<file path="src/rtl/iir_bp_pkg.sv">
// Shared types and width constants for the cascaded bandpass IIR.
package iir_bp_pkg;
  typedef enum logic [1:0] {
    MODE_BP  = 2'b00,
    MODE_HP  = 2'b01,
    MODE_LP  = 2'b10,
    MODE_BYP = 2'b11
  } mode_t;

  typedef enum logic [1:0] {ST_IDLE, ST_HP, ST_LP, ST_OUT} state_t;

  // Differences carry two guard bits; coefficients get one zero sign bit.
  localparam int DIFF_GUARD = 2;
  localparam int SIGN_PAD   = 1;
endpackage

</file>
<file path="src/rtl/iir_bp_mac.sv">
// y = sat(add + round_half_up(coef * d)), coef unsigned Q0.COEF_W.
module iir_bp_mac
  import iir_bp_pkg::*;
#(
  parameter int DATA_W = 16,
  parameter int COEF_W = 16
) (
  input  logic signed [DATA_W+DIFF_GUARD-1:0] d,
  input  logic        [COEF_W-1:0]            coef,
  input  logic signed [DATA_W-1:0]            add,
  output logic        [DATA_W-1:0]            y
);
  localparam int PW = DATA_W + DIFF_GUARD + COEF_W + SIGN_PAD;
  localparam logic signed [PW-1:0] HALF = PW'(1) <<< (COEF_W - 1);
  localparam logic signed [PW-1:0] MAXV = (PW'(1) <<< (DATA_W - 1)) - PW'(1);
  localparam logic signed [PW-1:0] MINV = -MAXV - PW'(1);

  logic signed [PW-1:0] prod, rnd, sum;

  always_comb begin
    prod = d * $signed({1'b0, coef});
    rnd  = (prod + HALF) >>> COEF_W;
    sum  = rnd + PW'(add);
    if (sum > MAXV)      y = {1'b0, {(DATA_W-1){1'b1}}};
    else if (sum < MINV) y = {1'b1, {(DATA_W-1){1'b0}}};
    else                 y = sum[DATA_W-1:0];
  end
endmodule

</file>
<file path="src/rtl/iir_bandpass_cascade.sv">
// Cascade of first-order HP/LP pairs, one section per cycle through a shared MAC.
module iir_bandpass_cascade
  import iir_bp_pkg::*;
#(
  parameter int DATA_W   = 16,
  parameter int COEF_W   = 16,
  parameter int N_STAGES = 2
) (
  input  logic                        clk,
  input  logic                        rst,
  input  logic                        in_valid,
  output logic                        in_ready,
  input  logic [DATA_W-1:0]           in_data,
  output logic                        out_valid,
  input  logic                        out_ready,
  output logic [DATA_W-1:0]           out_data,
  input  logic [1:0]                  mode,
  input  logic                        cfg_we,
  input  logic [$clog2(N_STAGES):0]   cfg_sel,
  input  logic [COEF_W-1:0]           cfg_data,
  input  logic                        hist_clr,
  output logic                        cfg_err
);
  localparam int IW = (N_STAGES > 1) ? $clog2(N_STAGES) : 1;
  localparam int DW = DATA_W + DIFF_GUARD;

  state_t                    state;
  mode_t                     md;
  logic [IW-1:0]             s;
  logic signed [DATA_W-1:0]  x;
  logic signed [DATA_W-1:0]  xprev [N_STAGES];
  logic signed [DATA_W-1:0]  yhp   [N_STAGES];
  logic signed [DATA_W-1:0]  yl    [N_STAGES];
  logic [COEF_W-1:0]         coef_a [N_STAGES];
  logic [COEF_W-1:0]         coef_b [N_STAGES];

  logic [$clog2(N_STAGES):0] sel_stage;
  logic [IW-1:0]             sel_idx;
  logic                      sel_ok, hp_pass, lp_pass;
  logic signed [DW-1:0]      mac_d;
  logic [COEF_W-1:0]         mac_coef;
  logic signed [DATA_W-1:0]  mac_add;
  logic [DATA_W-1:0]         mac_y;

  assign sel_stage = cfg_sel >> 1;
  assign sel_idx   = IW'(sel_stage);
  assign sel_ok    = int'(sel_stage) < N_STAGES;
  assign hp_pass   = (md == MODE_LP) || (md == MODE_BYP);
  assign lp_pass   = (md == MODE_HP) || (md == MODE_BYP);

  // HP: a*(yhp + x - xprev); LP: yl + b*(x - yl)
  always_comb begin
    mac_d    = '0;
    mac_coef = '0;
    mac_add  = '0;
    if (state == ST_LP) begin
      mac_d    = DW'(x) - DW'(yl[s]);
      mac_coef = coef_b[s];
      mac_add  = yl[s];
    end else begin
      mac_d    = DW'(yhp[s]) + DW'(x) - DW'(xprev[s]);
      mac_coef = coef_a[s];
    end
  end

  iir_bp_mac #(.DATA_W(DATA_W), .COEF_W(COEF_W)) u_mac (
    .d(mac_d), .coef(mac_coef), .add(mac_add), .y(mac_y)
  );

  always_ff @(posedge clk) begin
    if (rst) begin
      state     <= ST_IDLE;
      md        <= MODE_BP;
      s         <= '0;
      x         <= '0;
      in_ready  <= 1'b1;
      out_valid <= 1'b0;
      out_data  <= '0;
      cfg_err   <= 1'b0;
      for (int i = 0; i < N_STAGES; i++) begin
        xprev[i]  <= '0;
        yhp[i]    <= '0;
        yl[i]     <= '0;
        coef_a[i] <= '0;
        coef_b[i] <= '0;
      end
    end else begin
      cfg_err <= (state != ST_IDLE) && (cfg_we || hist_clr);
      case (state)
        ST_IDLE: begin
          if (cfg_we) begin
            if (!sel_ok)         cfg_err <= 1'b1;
            else if (cfg_sel[0]) coef_b[sel_idx] <= cfg_data;
            else                 coef_a[sel_idx] <= cfg_data;
          end
          if (hist_clr) begin
            for (int i = 0; i < N_STAGES; i++) begin
              xprev[i] <= '0;
              yhp[i]   <= '0;
              yl[i]    <= '0;
            end
          end
          if (in_valid) begin
            x        <= in_data;
            md       <= mode_t'(mode);
            s        <= '0;
            in_ready <= 1'b0;
            state    <= ST_HP;
          end
        end
        ST_HP: begin
          if (!hp_pass) begin
            xprev[s] <= x;
            yhp[s]   <= mac_y;
            x        <= mac_y;
          end
          state <= ST_LP;
        end
        ST_LP: begin
          if (!lp_pass) begin
            yl[s] <= mac_y;
            x     <= mac_y;
          end
          if (s == IW'(N_STAGES - 1)) state <= ST_OUT;
          else begin
            s     <= s + 1'b1;
            state <= ST_HP;
          end
        end
        ST_OUT: begin
          // First OUT cycle publishes the result, giving 2*N_STAGES+1 latency.
          if (!out_valid) begin
            out_valid <= 1'b1;
            out_data  <= x;
          end else if (out_ready) begin
            out_valid <= 1'b0;
            in_ready  <= 1'b1;
            state     <= ST_IDLE;
          end
        end
        default: state <= ST_IDLE;
      endcase
    end
  end
endmodule

</file>
<file path="config.mk">
export PLATFORM = sky130hd
export DESIGN_NAME = iir_bandpass_cascade
export DESIGN_NICKNAME = d
export VERILOG_FILES = /design/src/rtl/iir_bp_pkg.sv /design/src/rtl/iir_bp_mac.sv /design/src/rtl/iir_bandpass_cascade.sv
export SDC_FILE = /design/constraint.sdc
export NUM_CORES = 1
export LEC_CHECK = 0
export CORE_MARGIN = 5
export CORE_UTILIZATION = 25
export CTS_CLUSTER_DIAMETER = 50
export DETAILED_ROUTE_END_ITERATION = 8
export DONT_BUFFER_PORTS = 1
export PLACE_DENSITY = 0.35
export SKIP_CTS_REPAIR_TIMING = 1
export SYNTH_ARGS = -nofsm -noshare
export SYNTH_HDL_FRONTEND = slang
export SYNTH_HIERARCHICAL = 1
export SYNTH_SLANG_ARGS = --single-unit
</file>
<file path="constraint.sdc">
create_clock -name clk -period 25.3 [get_ports clk]
set_input_delay 5.06 -clock clk [delete_from_list [all_inputs] [get_ports clk]]
set_output_delay 5.06 -clock clk [all_outputs]
set_load 0.01 [all_outputs]
</file>
==> results of run 1 <==
-- area by class of cell --
class | instances | share of cell area [%]
Multi-Input combinational cell | 1655 | 61.1
Clock buffer | 38 | 3.05
Tap cell | 1254 | 6.06
Clock inverter | 12 | 0.357
Sequential cell | 201 | 21.7
Antenna cell | 3 | 0.0290
Timing Repair Buffer | 37 | 1.07
Inverter | 455 | 6.59
-- through the flow --
step                      setup WS (ns)  instances  instance area [sq um]  hold slack, ns  util (%)
final                             11.33       3655                  25900           0.504      27.8
after global routing              10.40       3654                  25900           0.516      27.8
after CTS                         11.20       3652                  25900           0.503      27.8
after detailed placement          11.30       3602                  25000           0.494      26.8
after global placement            11.53       3602                  25000           0.495      26.8
after floorplan                   13.50       2412                  23500           0.463         -
-- registers in the layout, summed over array words and instances (netlist names), named ones only --
signal     count
state          2
yl            32
coef_b        32
out_data      16
x             16
xprev         32
out_valid      1
yhp           32
in_ready       1
coef_a        32
cfg_err        1
md             2
s              1
-- critical path, delay by kind of cell, from the launching register on --
family                     cells  cell delay [ns]
AOI/OAI and AO/OA             15             4.43
muxes                          2             0.36
DFF                            1             0.64
adders and majority gates     10             4.71
buffers and inverters          6             1.19
and+or+nand+nor                8             2.47
-- layer usage --
layer	track usage [%]	vias to the layer above	wire, microns
met4	2.74	2	1350
met5	0	-	8
met2	25.8	245	36000
li1	-	7710	-
met1	19.0	8408	31600
met3	1.55	70	2180
-- path summary, 6_finish.rpt --
kind          startpoint     endpoint  depth (start not counted)
min reg2reg  out_data[9]  out_data[9]                          2
min          out_data[9]  out_data[9]                          2
max reg2reg     register        x[14]                         41
max             register        x[14]                         41
-- cells in the final DEF, fill, tap and decap left out, types with 6 or more instances in the layout --
cell type	instances
sky130_fd_sc_hd__inv_1	454
sky130_fd_sc_hd__and2_1	341
sky130_fd_sc_hd__fa_1	310
sky130_fd_sc_hd__nand2_1	197
sky130_fd_sc_hd__edfxtp_1	160
sky130_fd_sc_hd__ha_1	157
sky130_fd_sc_hd__a21oi_1	90
sky130_fd_sc_hd__nor2_1	79
sky130_fd_sc_hd__mux2i_1	55
sky130_fd_sc_hd__dfxtp_1	40
sky130_fd_sc_hd__o21ai_0	38
sky130_fd_sc_hd__buf_4	37
sky130_fd_sc_hd__xnor2_1	34
sky130_fd_sc_hd__a211oi_1	31
sky130_fd_sc_hd__clkbuf_16	29
sky130_fd_sc_hd__o211ai_1	22
sky130_fd_sc_hd__a21o_1	21
sky130_fd_sc_hd__o21a_1	18
sky130_fd_sc_hd__xor2_1	18
sky130_fd_sc_hd__mux2_2	17
sky130_fd_sc_hd__nand4_1	17
sky130_fd_sc_hd__o21bai_1	17
sky130_fd_sc_hd__nor3_1	16
sky130_fd_sc_hd__mux4_2	16
sky130_fd_sc_hd__nand2b_1	15
sky130_fd_sc_hd__nor2b_1	12
sky130_fd_sc_hd__nand3_1	12
sky130_fd_sc_hd__and3_1	11
sky130_fd_sc_hd__a31oi_1	6
sky130_fd_sc_hd__o31ai_1	6
sky130_fd_sc_hd__clkbuf_1	6
sky130_fd_sc_hd__nand3b_1	6
-- cell families after synthesis --
family	count (synthesis)	share of synthesized area, %
simple gates	741	16.9
buf+inv	556	8.96
fa+ha+maj	468	34.8
compound gates	306	8.71
flops	201	23.9
mux	88	4.69
xor+xnor	52	1.94
==> impl_results.md, run 1 <==
* Measured slew at the worst slew-check pin at 1.19 ns
* Predominant post-synthesis flop cell: sky130_fd_sc_hd__edfxtp_1
* Antenna violations before repair at 7
* Clock-pin slew on the worst setup and hold paths at 0.06 ns
* Crit path required time at 25.74 ns
* Deepest clock path buffer count at 3
* Arrival time of the worst setup path at 14.41 ns
* Layout area overhead at 10.3%
* Site Rows at 112
* Crit path capture type: register
* Run status: complete, no violations
* Number of buffers added by the clock tree synthesis step at 27
* Maximum fanout count along the critical path at 39
* Post-route ant nets at 0
* Clock tree from TritonCTS: yes
* Maximum number of pins on one net before global-route repair at 52
* Core box area at 93300 sq um
* Share of the synthesized area in the top cell type at a little over a quarter
* Most frequent CP cell: sky130_fd_sc_hd__fa_1
* Count of final setup violators at 0
* Global-route wire length before repair at 110000 microns
* Clock period minus worst slack at 13.97 ns
* Final cycle utilization of the critical path at about 55%
* # nets final at 2887
* Critical path startpoint category: register
* Share of layout cells above drive strength 1 at under 10%
* GRT Total Usage at between 10% and 20%
* Total iterations of the first detailed-routing run at 5
* Routed wire length at 71200 microns
* Net count after synthesis at approximately 2.9k
* DRC errors left at 0
* Die area at about 100000 sq um
* Async set or reset register ratio after synthesis at 0%
* Die boundary height at approximately 320 microns
* Clk Tree Root Cell: sky130_fd_sc_hd__clkbuf_16
* Highest-delay cell along the critical path: sky130_fd_sc_hd__o31ai_2
* Total area of multi-input combinational cells at 15800 sq um
* Total of max-cap violations at 0
* Syn_area_per_cell at 9.74 sq um
* Filler Cells Inserted at around 10k
* Count of state elements after synthesis at 201
* IO Pins at 61
* Horiz. Die Dim at ~320 microns
* HPWL after detailed placement at between 50000 and 60000 microns
* Via count at 16.4k
* Number of cells produced by synthesis at 2412
* Via count of the first global-routing pass at ~18k
* Tightest slew margin relative to the limit at 20.8%
* Library cell with the highest instance count after synthesis: sky130_fd_sc_hd__inv_1
* Slowest Stage Delay on Critical Path at between 0.9 and 1 ns
* Count of port buffers added during placement at 0
* Most frequent cells after synthesis: 454 x sky130_fd_sc_hd__inv_1, 341 x sky130_fd_sc_hd__and2_1, 310 x sky130_fd_sc_hd__fa_1
* Starting Density at 25.2%
* FMAX at 71.6 MHz
* GR Overflow Total at 0
* Sequential cell area at 5630 sq um
* CTS Sinks at 201
* Total count of max-transition violations in the final report at 0
* Post-DR wirelength/cell at around 19 microns
* Ranking of synthesized cells by area: sky130_fd_sc_hd__fa_1 26%, sky130_fd_sc_hd__edfxtp_1 20%, sky130_fd_sc_hd__and2_1 9.1%
* DRC violation total after the first TritonRoute iteration at 713
* Most area-hungry cell type in the Yosys netlist: sky130_fd_sc_hd__fa_1
* Synthesized cell area at 23500 sq um
* Synth unique cells at 74
* Number of enable flip-flop cells after synthesis at 160
* Clock Latency Late Sink at 0.57 ns
* Sum of negative setup slack at 0 ns
* Share of the yosys chip area belonging to registers at 23.9%
* Detail-routed via count per cell at 4.50
* Worst min-delay path category: reg -> reg
* Type of the worst setup path: reg -> reg
* Hold Vio Cnt, Final at 0
* Clock Skew at 0.0379 ns
* Unrepaired setup endpoints after global routing: no
* Reg2Reg Setup Slack at 11.33 ns
* Yosys synthesis warning count at 6
* Number of levels in the clock H-tree at 1
* GP Congestion at 0.790
Power of run 1 is not shown: default switching activity piles up to over one toggle a cycle in this logic, so the estimate is an artifact.
==> inputs of run 2 (changes only) <==
==> constraint.sdc (replaced) <==
create_clock -name clk -period 14.65 [get_ports clk]
set_input_delay 2.93 -clock clk [delete_from_list [all_inputs] [get_ports clk]]
set_output_delay 2.93 -clock clk [all_outputs]
set_load 0.01 [all_outputs]
==> impl_results.md, run 2 (same netlist as run 1, synthesis figures left out) <==
* Run status: complete, no violations
* Clock Latency Late Sink at 0.58 ns (about the same)
* Worst min-delay path category: reg -> reg
* Clock-pin slew on the worst setup and hold paths at 0.06 ns (about the same)
* GR Overflow Total at 0 (unchanged)
* Clock period minus worst slack at 13.50 ns (-0.473 ns)
* GP Congestion at 0.799 (+1.1%)
* Count of port buffers added during placement at 0 (unchanged)
* Arrival time of the worst setup path at 13.82 ns (-0.59 ns)
* Clk Tree Root Cell: sky130_fd_sc_hd__clkbuf_16
* HPWL after detailed placement at 55200 microns (+2.4%)
* Die boundary height at 317 microns (unchanged)
* Post-route ant nets at 0 (unchanged)
* Horiz. Die Dim at 317 microns (unchanged)
* Critical path destination: yl[1][0]
* Number of cell instances on the worst register-to-register path at 41 (unchanged)
* Final cycle utilization of the critical path at 92.1% (+37 points)
* Total count of max-transition violations in the final report at 0 (unchanged)
* Sum of negative setup slack at 0 ns (unchanged)
* Highest-delay cell along the critical path: sky130_fd_sc_hd__or4_1
* Critical path startpoint category: register
* Layout area overhead at 11.1%
* IO Pins at 61 (unchanged)
* Type of the worst setup path: reg -> reg
* Global-route wire length before repair at 109000 microns (-0.45%)
* Filler Cells Inserted at 10.0k (+0.14%)
* DRC errors left at 0 (unchanged)
* Measured slew at the worst slew-check pin at 1.12 ns (-0.0634 ns)
* Reg2Reg Setup Slack at 1.15 ns (-10.18 ns)
* Tightest slew margin relative to the limit at 24.9% (+4.1 points)
* Total of max-cap violations at 0 (unchanged)
* CTS Sinks at 201 (unchanged)
* Routed wire length at 70700 microns (-0.72%)
* FMAX at 74.1 MHz (+3.5%)
* Post-DR wirelength/cell at 19.3 microns (-1.1%)
* Critical R2R Capture: yl[1][0]
* Unrepaired setup endpoints after global routing: no
* Number of levels in the clock H-tree at 1 (unchanged)
* Total iterations of the first detailed-routing run at 5 (unchanged)
* Deepest clock path buffer count at 3 (unchanged)
* Share of layout cells above drive strength 1 at 6.42% (+0.54 points)
* Starting Density at 25.2% (unchanged)
* Leading cell types in the layout, fill and taps excluded: 454 x sky130_fd_sc_hd__inv_1, 341 x sky130_fd_sc_hd__and2_1, 310 x sky130_fd_sc_hd__fa_1
* # nets final at 2901 (+0.48%)
* GRT Total Usage at 14.2% (-0.15 points)
* Crit path capture type: register
* Most common cell after layout, fill and taps aside: sky130_fd_sc_hd__inv_1
* Die area at 100000 sq um (unchanged)
* Most frequent CP cell: sky130_fd_sc_hd__fa_1
* Slowest Stage Delay on Critical Path at 0.75 ns (-0.19 ns)
* Detail-routed via count per cell at 4.47 (-0.49%)
* Clock Skew at 0.0445 ns (+0.00662 ns)
* Count of final setup violators at 0 (unchanged)
* Via count of the first global-routing pass at 17.8k (+0.29%)
* Hold Vio Cnt, Final at 0 (unchanged)
* Maximum fanout count along the critical path at 28 (-28%)
* Core box area at 93300 sq um (unchanged)
* Site Rows at 112 (unchanged)
* Via count at 16.4k (-0.079%)
* Number of buffers added by the clock tree synthesis step at 28 (+3.7%)
* DRC violation total after the first TritonRoute iteration at 872 (+22%)
* Maximum number of pins on one net before global-route repair at 52 (unchanged)
* Clock tree from TritonCTS: yes
* Crit path required time at 14.98 ns (-10.76 ns)
* Antenna violations before repair at 4 (-3)
[run 2: cell types whose count changed in the layout (fill, tap and decap cells not counted)]
cell                        before  now
sky130_fd_sc_hd__clkinv_2        4    5
sky130_fd_sc_hd__clkbuf_8        3    1
sky130_fd_sc_hd__clkinv_16       0    1
sky130_fd_sc_hd__o21ai_2         5    1
sky130_fd_sc_hd__inv_16          1    0
sky130_fd_sc_hd__o21ai_1         3    7
sky130_fd_sc_hd__clkbuf_1        6    5
sky130_fd_sc_hd__bufinv_16       0    3
sky130_fd_sc_hd__clkinv_1        3    1
sky130_fd_sc_hd__clkbuf_16      29   31
sky130_fd_sc_hd__buf_4          37   50
sky130_fd_sc_hd__inv_4           0    1
[run 2: critical path: cells and delay by family (launching register included)]
family | cells | cell delay (ns)
fa+ha+maj | 10 | 4.49
flops | 1 | 0.65
mux | 1 | 0.42
buf+inv | 7 | 0.69
compound gates | 13 | 3.57
simple gates | 10 | 3.36
[run 2: layout make-up]
type	count	area, sq um	share of cell area [%]
Multi-Input combinational cell	1655	15800	60.6
Sequential cell	201	5630	21.6
Inverter	455	1710	6.54
Tap cell	1254	1570	6.01
Clock buffer	37	808	3.10
Timing Repair Buffer	50	375	1.44
Clock inverter	15	196	0.752
Antenna cell	3	7.51	0.0287
[run 2: how the worst min path moves through the flow]
stage,endpoint,from,depth (start not counted)
2_1_floorplan,md[1],md[1],2
3_3_place_gp,out_data[11],out_data[11],2
3_5_place_dp,out_data[11],out_data[11],2
4_1_cts,out_data[0],out_data[0],2
5_1_grt,out_data[8],out_data[8],2
6_report,out_data[8],out_data[8],2
[run 2: layer usage]
| layer | vias to the layer above | track usage (%) | share of wire, % | routed length, microns |
|---|---|---|---|---|
| met1 | 8391 | 19.5 | 46 | 32700 |
| met3 | 71 | 1.40 | 2.9 | 2060 |
| met5 | - | 0 | 0 | 0 |
| met4 | 0 | 2.70 | 2.0 | 1380 |
| li1 | 7712 | - | - | - |
| met2 | 248 | 24.7 | 49 | 34600 |
[run 2: through the flow]
stage	cells	setup slack [ns]	hold WS [ns]	cell area [sq um]	util, %
finish	3670	1.15	0.503	26100	28.0
global route	3669	0.417	0.519	26100	28.0
CTS	3664	0.653	0.506	26100	27.9
detailed placement	3612	0.719	0.498	25100	26.9
global placement	3612	0.754	0.491	25100	26.9
floorplan	2412	2.85	0.463	23500	-
Power of run 2 is left out for the same reason.
